## src/rtl/booth_mul_seq.sv

```systemverilog
// Sequential radix-4 Booth multiplier: one Booth digit per clock, start/busy/done
// handshake, full 2*WIDTH-bit product held in a register until the next completion.
module booth_mul_seq #(
    parameter int WIDTH = 32
) (
    input  logic               clk,
    input  logic               rst_n,
    input  logic               start,
    input  logic               signed_mode,
    input  logic [WIDTH-1:0]   multiplicand,
    input  logic [WIDTH-1:0]   multiplier,
    output logic               busy,
    output logic               done,
    output logic [2*WIDTH-1:0] product
);

    localparam int N  = WIDTH / 2 + 1;
    localparam int CW = $clog2(N);
    localparam int EW = WIDTH + 2;
    localparam int AW = 2 * WIDTH + 4;

    typedef enum logic {IDLE, RUN} state_t;

    state_t          state;
    state_t          state_next;
    logic [EW-1:0]   mreg;
    logic [EW-1:0]   qreg;
    logic            qm1;
    logic [CW-1:0]   cnt;
    logic [AW-1:0]   acc;
    logic [AW-1:0]   mext;
    logic [AW-1:0]   term;
    logic [AW-1:0]   acc_next;
    logic            last;

    // Two extra operand bits let unsigned values ride through signed Booth recoding.
    always_comb begin
        mext = {{(AW - EW){mreg[EW-1]}}, mreg};
        term = '0;
        case ({qreg[1:0], qm1})
            3'b001, 3'b010: term = mext;
            3'b011:         term = mext << 1;
            3'b100:         term = -(mext << 1);
            3'b101, 3'b110: term = -mext;
            default:        term = '0;
        endcase
        acc_next = acc + (term << {cnt, 1'b0});
        last     = (cnt == CW'(N - 1));
    end

    always_comb begin
        state_next = state;
        case (state)
            IDLE:    if (start) state_next = RUN;
            RUN:     if (last)  state_next = IDLE;
            default: state_next = IDLE;
        endcase
    end

    always_ff @(posedge clk or negedge rst_n) begin
        if (!rst_n) begin
            state <= IDLE;
        end else begin
            state <= state_next;
        end
    end

    always_ff @(posedge clk or negedge rst_n) begin
        if (!rst_n) begin
            mreg    <= '0;
            qreg    <= '0;
            qm1     <= 1'b0;
            cnt     <= '0;
            acc     <= '0;
            done    <= 1'b0;
            product <= '0;
        end else begin
            done <= 1'b0;
            case (state)
                IDLE: begin
                    if (start) begin
                        mreg <= {{2{signed_mode & multiplicand[WIDTH-1]}}, multiplicand};
                        qreg <= {{2{signed_mode & multiplier[WIDTH-1]}}, multiplier};
                        qm1  <= 1'b0;
                        cnt  <= '0;
                        acc  <= '0;
                    end
                end
                RUN: begin
                    acc  <= acc_next;
                    qm1  <= qreg[1];
                    qreg <= {qreg[EW-1], qreg[EW-1], qreg[EW-1:2]};
                    cnt  <= cnt + CW'(1);
                    if (last) begin
                        product <= acc_next[2*WIDTH-1:0];
                        done    <= 1'b1;
                    end
                end
                default: ;
            endcase
        end
    end

    assign busy = (state == RUN);

endmodule

```

## config.mk

```make
export PLATFORM = sky130hd
export DESIGN_NAME = booth_mul_seq
export DESIGN_NICKNAME = d
export VERILOG_FILES = /design/src/rtl/booth_mul_seq.sv
export SDC_FILE = /design/constraint.sdc
export NUM_CORES = 1
export LEC_CHECK = 0
export ABC_AREA = 1
export CAP_MARGIN = 0
export CORE_MARGIN = 1.5
export CORE_UTILIZATION = 55
export DETAILED_ROUTE_END_ITERATION = 10
export DONT_BUFFER_PORTS = 1
export PLACE_DENSITY = 0.74
export SETUP_SLACK_MARGIN = 0.02
export SYNTH_ARGS = -nofsm -noshare
export SYNTH_HDL_FRONTEND = slang
export SYNTH_SLANG_ARGS = --single-unit
export TNS_END_PERCENT = 100
```

## constraint.sdc

```tcl
create_clock -name clk -period 5.2 [get_ports clk]
set_input_delay 0.78 -clock clk [delete_from_list [all_inputs] [get_ports clk]]
set_output_delay 0.78 -clock clk [all_outputs]
set_load 0.01 [all_outputs]
```

==> summary.md, run 1 <==
| Metric | Value |
|---|---|
| Clock Tree Root | `clkbuf_16` |
| DRT Wirelength | `between 50000 and 60000 µm` |
| Mapped Cells | `approximately 2400` |
| H-tree levels | `1` |
| Wire length per cell | `19.8 µm` |
| Die Width | `around 170 µm` |
| Fmax | `around 200 MHz` |
| Clock sinks | `around 200` |
| Total Nets Final | `approximately 2500` |
| Share of synthesized flip-flops with an asynchronous set or reset | `100%` |
| Max stage delay on crit path | `approximately 0.43 ns` |
| Synth warn | `0` |
| CTS Buffer Depth | `3` |
| Final Cycle Share | `a little over nine tenths` |
| DR iter-0 viols | `1912` |
| Top cell type's share of synthesized area | `31.8%` |
| Vias post-DR | `approximately 17000` |
| Vias in the first global route | `15919` |
| Post-synthesis sequential area ratio | `31.8%` |
| Endpoints failing hold | `about 200` |
| TritonCTS clock tree | `yes` |
| Synth area leader | `dfrtp_1` |
| Avg Inst Size Synth | `6.60 µm²` |
| Top cells by count, synth | `nand2_1, nand3_1, inv_1, dfrtp_1, nor2_1` |
| R2R Setup Slk | `between 0.2 and 0.25 ns` |
| GP Congestion | `approximately 1` |
| Endpoints failing setup | `0` |
| Final min period | `4.95 ns` |
| Initial antenna violation count | `0` |
| Cell with the most instances after synthesis | `nand2_1` |
| Setup WS pre-CTS | `-0.0871 ns` |
| CP startpoint kind | `flip-flop` |
| DRT antenna net count | `0` |
| Critical-path cell list | `inv_4, ha_4, nand3_2, nor2_4, nand4_1, nand3_1, nand3_1, o21ai_2, nand2_1, nand2_1, o21ai_0, a22oi_2, nor2_1, ha_1, a21oi_1, o21ai_0, a21oi_1, o21ai_0, a21o_1, a31oi_2, o31ai_4, or2_2, nand3_1, nand2_1` |
| Critical Path Source | `mreg[0]` |
| Top cells by area, synth | `dfrtp_1, nand2_1, nand3_1` |
| Placeable core area | `28600 µm²` |
| Num rows | `62` |
| Syn_nets | `2554` |
| Detailed Place HPWL | `42600 µm` |
| Vias per cell | `between 6 and 7` |
| Required @ worst endpoint | `about 5.6 ns` |
| Initial DRT Pass Iterations | `6` |
| Clk slew on worst S/H paths | `approximately 0.06 ns` |
| Number of diodes | `0` |
| Final slew viol count | `0` |
| Worst Setup End Kind | `flip-flop` |
| Synthesis-stage register bit count | `just over 200` |
| Worst-margin pin slew | `1.31 ns` |
| GRT Resource Usage Total | `a little over a third` |
| Yosys cell types | `52` |
| Worst-path fanout max | `8` |
| Pin count of the biggest net entering global routing | `roughly 200` |
| WL met3 | `roughly 5300 µm` |
| Slew Limit Headroom | `12.7%` |
| DR DRC count | `0` |
| Reg2reg path depth | `24` |
| Slowest-stage cell, CP | `dfrtp_1` |
| Worst Path Arrival | `5.37 ns` |
| Final hold slack | `-0.0523 ns` |
| Initial core utilization | `~56%` |
| Final core utilization | `61.5%` |
| Critical path class | `flip-flop to flip-flop` |
| Worst Hold Class | `input pin to async pin` |
| R2r endpoint | `product[48]` |
| DR top layer | `met4` |
| Failing checks | `negative hold slack` |
| Status | `complete, but fails checks` |
| Final WS setup | `approximately 0.25 ns` |
| Die area | `about 30000 µm²` |
| Synth Flop Type | `dfrtp_1` |
| Die Y | `~170 µm` |
| Maxcap violations | `0` |
| Clock Latency Late Sink | `0.54 ns` |
| Post-synth EDFFs | `0` |
| Unrepaired setup endpoints after global routing | `yes` |
| Worst Skew | `between 0.02 and 0.025 ns` |
| Total CTS buffers | `22` |
| Layout cells sized above 1 | `under 10%` |
| Syn Std Cell Area | `16000 µm²` |
| I/O pin count | `between 100 and 150` |
| Layout area overhead | `10.3%` |
| Buffers on Ports | `0` |
| Grt ovf | `0` |
| Reg-to-reg startpoint | `mreg[0]` |
| Routed wl met2 | `roughly 24000 µm` |
| M1 WL | `roughly 25000 µm` |
| Global-route wire length before repair | `roughly 87000 µm` |
==> final cells by class <==
cell class	instances	area [µm²]
fill	2716	11000
multi-input combinational	1895	9940
sequential	203	5080
inverter	220	828
clock buffer	31	614
timing repair buffer	64	509
tap	384	480
clock inverter	8	134
==> per-layer routing <==
metal / GRT usage [%] / up-vias
li1: - / 8017
met1: 53.1 / 8033
met2: 55.5 / 796
met3: 7.19 / 96
met4: 8.66 / 0
met5: 0 / -
==> timing repair <==
| action | 4_1_cts | 5_1_grt |
|---|---|---|
| hold endpoints to repair | 203 | 203 |
| pin swaps | 0 | 11 |
| resized for setup | 3 | 84 |
| setup endpoints to repair | 4 | 74 |
| buffers inserted | 0 | 4 |
==> through the flow <==
stage                     cells  cell area, µm²  TNS, ns
after CTS                  2801           17300        0
final                      2805           17600        0
after global placement     2762           16500   -0.126
after floorplan            2418           16000        0
after global routing       2805           17600  -0.0463
after detailed placement   2762           16500   -0.286
==> registers in the layout, indices dropped and copies added, names as in the netlist <==
name     flops
product     64
acc         64
done         1
qreg        34
qm1          1
cnt          5
busy         1
mreg        33
==> how the worst max path moves through the flow <==
stage	end	slack, ns	cells after the start
finish	product[48]	0.25	24
global route	acc[59]	-0.02	30
CTS	product[48]	0.01	26
detailed placement	product[48]	-0.09	26
global placement	acc[48]	-0.07	26
floorplan	product[62]	1.17	30
==> cell usage in the layout, fill, tap and decap left out, types with 17 or more instances in the layout <==
cell type    n
nor2_2      22
o21ai_1     49
inv_1      211
nand3_1    235
xnor2_1     22
nand4_1     23
buf_4       61
o21ai_0    160
clkbuf_16   22
or2_2       21
xor2_1      21
nor3_1      17
nand2_1    747
nor2_1     172
a21oi_1    103
ha_1        62
a31oi_1     36
o22ai_1     20
dfrtp_1    201
==> worst max-delay path: cells and delay by family (launching register included) <==
family          cells  cell delay, ns
fa+ha+maj           2            0.55
compound gates     10            2.08
buf+inv             1            0.12
simple gates       11            1.65
flops               1            0.43
==> cells by family after synthesis <==
family | Yosys count | synth area share [%]
AO/OA/AOI/OAI | 471 | 17.0
XOR/XNOR | 43 | 2.36
adder cells (fa/ha/maj) | 68 | 5.38
buffers and inverters | 320 | 7.79
flip-flops | 203 | 31.8
multiplexers | 8 | 0.502
AND/OR/NAND/NOR | 1305 | 35.1
Power of run 1 is left out: the tool's default activity adds up to more than one toggle a clock period on the data nets, which glitch-free logic cannot reach.
==> run 2: changes to the inputs <==
==> constraint.sdc (replaced) <==
create_clock -name clk -period 5.85 [get_ports clk]
set_input_delay 0.8775 -clock clk [delete_from_list [all_inputs] [get_ports clk]]
set_output_delay 0.8775 -clock clk [all_outputs]
set_load 0.01 [all_outputs]
==> summary.md, run 2 (same netlist as run 1, synthesis figures left out) <==
| Metric | Value |
|---|---|
| Slowest-stage cell, CP | `ha_1 (was dfrtp_1)` |
| Buffers on Ports | `0 (unchanged)` |
| CTS Hold Buffers Added | `0` |
| GRT Resource Usage Total | `36.1% (was 36.4%)` |
| Design area | `17100 µm² (was 17600 µm²)` |
| Final slew viol count | `0 (unchanged)` |
| Num rows | `62 (unchanged)` |
| Vias post-DR | `16621 (was 16942)` |
| Largest regs | `acc: 64 flops, product: 64 flops, qreg: 34 flops (unchanged)` |
| Vias per cell | `5.98 (was 6.04)` |
| Commonest non-fill, non-tap cell in the layout | `nand2_1 (unchanged)` |
| Clock sinks | `203 (unchanged)` |
| Die area | `30000 µm² (unchanged)` |
| Worst Setup End Kind | `flip-flop (unchanged)` |
| Detailed Place HPWL | `42000 µm (was 42600 µm)` |
| Critical path class | `flip-flop to flip-flop (unchanged)` |
| Most frequent cells in the layout | `nand2_1, nand3_1, inv_1 (unchanged)` |
| Final WS setup | `0.436 ns (was 0.249 ns)` |
| DRT antenna net count | `0 (unchanged)` |
| CP startpoint kind | `flip-flop (unchanged)` |
| Vias in the first global route | `15502 (was 15919)` |
| Clock Latency Late Sink | `0.54 ns (about the same)` |
| DRT Wirelength | `54700 µm (was 55600 µm)` |
| Number of diodes | `0 (unchanged)` |
| Initial antenna violation count | `1 (was 0)` |
| Layout area overhead | `7.18% (was 10.3%)` |
| Worst Path Arrival | `5.84 ns (was 5.37 ns)` |
| Wire length per cell | `19.7 µm (was 19.8 µm)` |
| Endpoints failing hold | `0 (was 203)` |
| Worst-margin pin slew | `0.909 ns (was 1.31 ns)` |
| GP Congestion | `1.01 (was 1.00)` |
| Initial core utilization | `55.7% (unchanged)` |
| Total CTS buffers | `23 (was 22)` |
| Endpoints failing setup | `0 (unchanged)` |
| FF/Latch Area | `5080 µm² (about the same)` |
| Grt ovf | `0 (unchanged)` |
| DR DRC count | `0 (unchanged)` |
| Layout cells sized above 1 | `6.34% (was 9.75%)` |
| Final hold slack | `0.0494 ns (was -0.0523 ns)` |
| Setup WS pre-CTS | `0.441 ns (was -0.0871 ns)` |
| Multi-input combinational cell area | `9640 µm² (was 9940 µm²)` |
| Die Y | `173 µm (unchanged)` |
| Pin count of the biggest net entering global routing | `204 (unchanged)` |
| Global-route wire length before repair | `86700 µm (was 87200 µm)` |
| Area after DPL | `16300 µm² (was 16500 µm²)` |
| Fillers | `2768 (was 2716)` |
| Worst Hold Class | `input pin to async pin (unchanged)` |
| Slew Limit Headroom | `39.4% (was 12.7%)` |
| Clk slew on worst S/H paths | `0.07 ns (was 0.06 ns)` |
| CTS Buffer Depth | `3 (unchanged)` |
| Post-route setup TNS | `0 ns (unchanged)` |
| Die Width | `173 µm (unchanged)` |
| Placeable core area | `28600 µm² (unchanged)` |
| Final Cycle Share | `92.6% (was 95.2%)` |
| Max stage delay on crit path | `0.48 ns (was 0.43 ns)` |
| Worst-path fanout max | `7 (was 8)` |
| Unrepaired setup endpoints after global routing | `no (was yes)` |
| Required @ worst endpoint | `6.27 ns (was 5.62 ns)` |
| Total Nets Final | `2517 (was 2542)` |
| Critical path's top delay family | `simple AND/OR/NAND/NOR gates (was compound AO/OA/AOI/OAI gates)` |
| H-tree levels | `1 (unchanged)` |
| Initial DRT Pass Iterations | `6 (unchanged)` |
| DR iter-0 viols | `1589 (was 1912)` |
| Worst Skew | `0.0190 ns (was 0.0232 ns)` |
| TritonCTS clock tree | `yes (unchanged)` |
| Bufs and invs on worst path | `2 (was 1)` |
| Fmax | `185 MHz (was 202 MHz)` |
| Final min period | `5.41 ns (was 4.95 ns)` |
| I/O pin count | `134 (unchanged)` |
| Status | `finished, final reports clean (was complete, but fails checks)` |
| Most frequent CP cell | `nand2_1` |
| Maxcap violations | `0 (unchanged)` |
| Clock Tree Root | `clkbuf_16 (unchanged)` |
run 2: cell types whose count changed in the layout (fill, tap and decap cells not counted), moves of 6 or more:
cell,previous run,this run
nor2_2,22,8
o21ai_0,160,169
nor2_1,172,189
a31oi_2,7,0
o21ai_2,10,4
a31oi_1,36,43
buf_4,61,37
run 2: worst register-to-register path: cells and delay by family, from the launching register on:
kind	cells	cell delay, ns
AOI/OAI and AO/OA	3	0.50
adders and majority gates	2	0.81
buffers and inverters	2	0.31
DFF	1	0.40
and+or+nand+nor	23	3.29
run 2: per-stage QoR:
| stage | utilization (%) | instances |
|---|---|---|
| 6_report | 59.7 | 2781 |
| 5_1_grt | 59.7 | 2781 |
| 4_1_cts | 59.6 | 2778 |
| 3_5_place_dp | 56.9 | 2737 |
| 3_3_place_gp | 56.9 | 2737 |
| 2_1_floorplan | - | 2418 |
run 2: layout make-up:
type | count | share of cell area [%]
repair buffers | 37 | 1.62
well taps | 384 | 2.81
clock buffers | 29 | 3.79
flip-flops and latches | 203 | 29.7
clock inverters | 12 | 0.768
inverters | 220 | 4.85
multi-input cells | 1895 | 56.4
repair inverters | 1 | 0.0439
run 2: path summary, 6_finish.rpt:
check                      cells after the start  slack, ns             from           to
max                                           30       0.44          mreg[0]      acc[62]
min                                            0       0.05            rst_n     mreg[21]
max reg2reg                                   30       0.44          mreg[0]      acc[62]
min reg2reg                                    2       0.49         qreg[33]     qreg[33]
max in group asynchronous                      0       5.53            rst_n  product[63]
min in group clk                               2       0.47  multiplicand[4]      mreg[4]
run 2: repair_timing:
item,4_1_cts,5_1_grt
gates resized for setup,0,4
endpoints found under the setup margin,0,15
buffers inserted,0,2
run 2: routing by layer:
layer	track usage, %	vias up	routed length, µm
met5	0	-	13
met3	7.11	100	5600
li1	-	7977	-
met1	53.2	7762	24800
met4	7.79	2	1160
met2	54.7	780	23100
Power of run 2 is left out for the same reason.
==> run 3: changes to the inputs <==
--- a/config.mk
+++ b/config.mk
@@ -13,6 +13,7 @@
 export DONT_BUFFER_PORTS = 1
 export PLACE_DENSITY = 0.74
 export SETUP_SLACK_MARGIN = 0.02
+export SKIP_CTS_REPAIR_TIMING = 1
 export SYNTH_ARGS = -nofsm -noshare
 export SYNTH_HDL_FRONTEND = slang
 export SYNTH_SLANG_ARGS = --single-unit
==> results of run 3 <==
Same layout as run 2: the final DEF is identical, and so are final timing and power.
Power of run 3 is left out for the same reason.
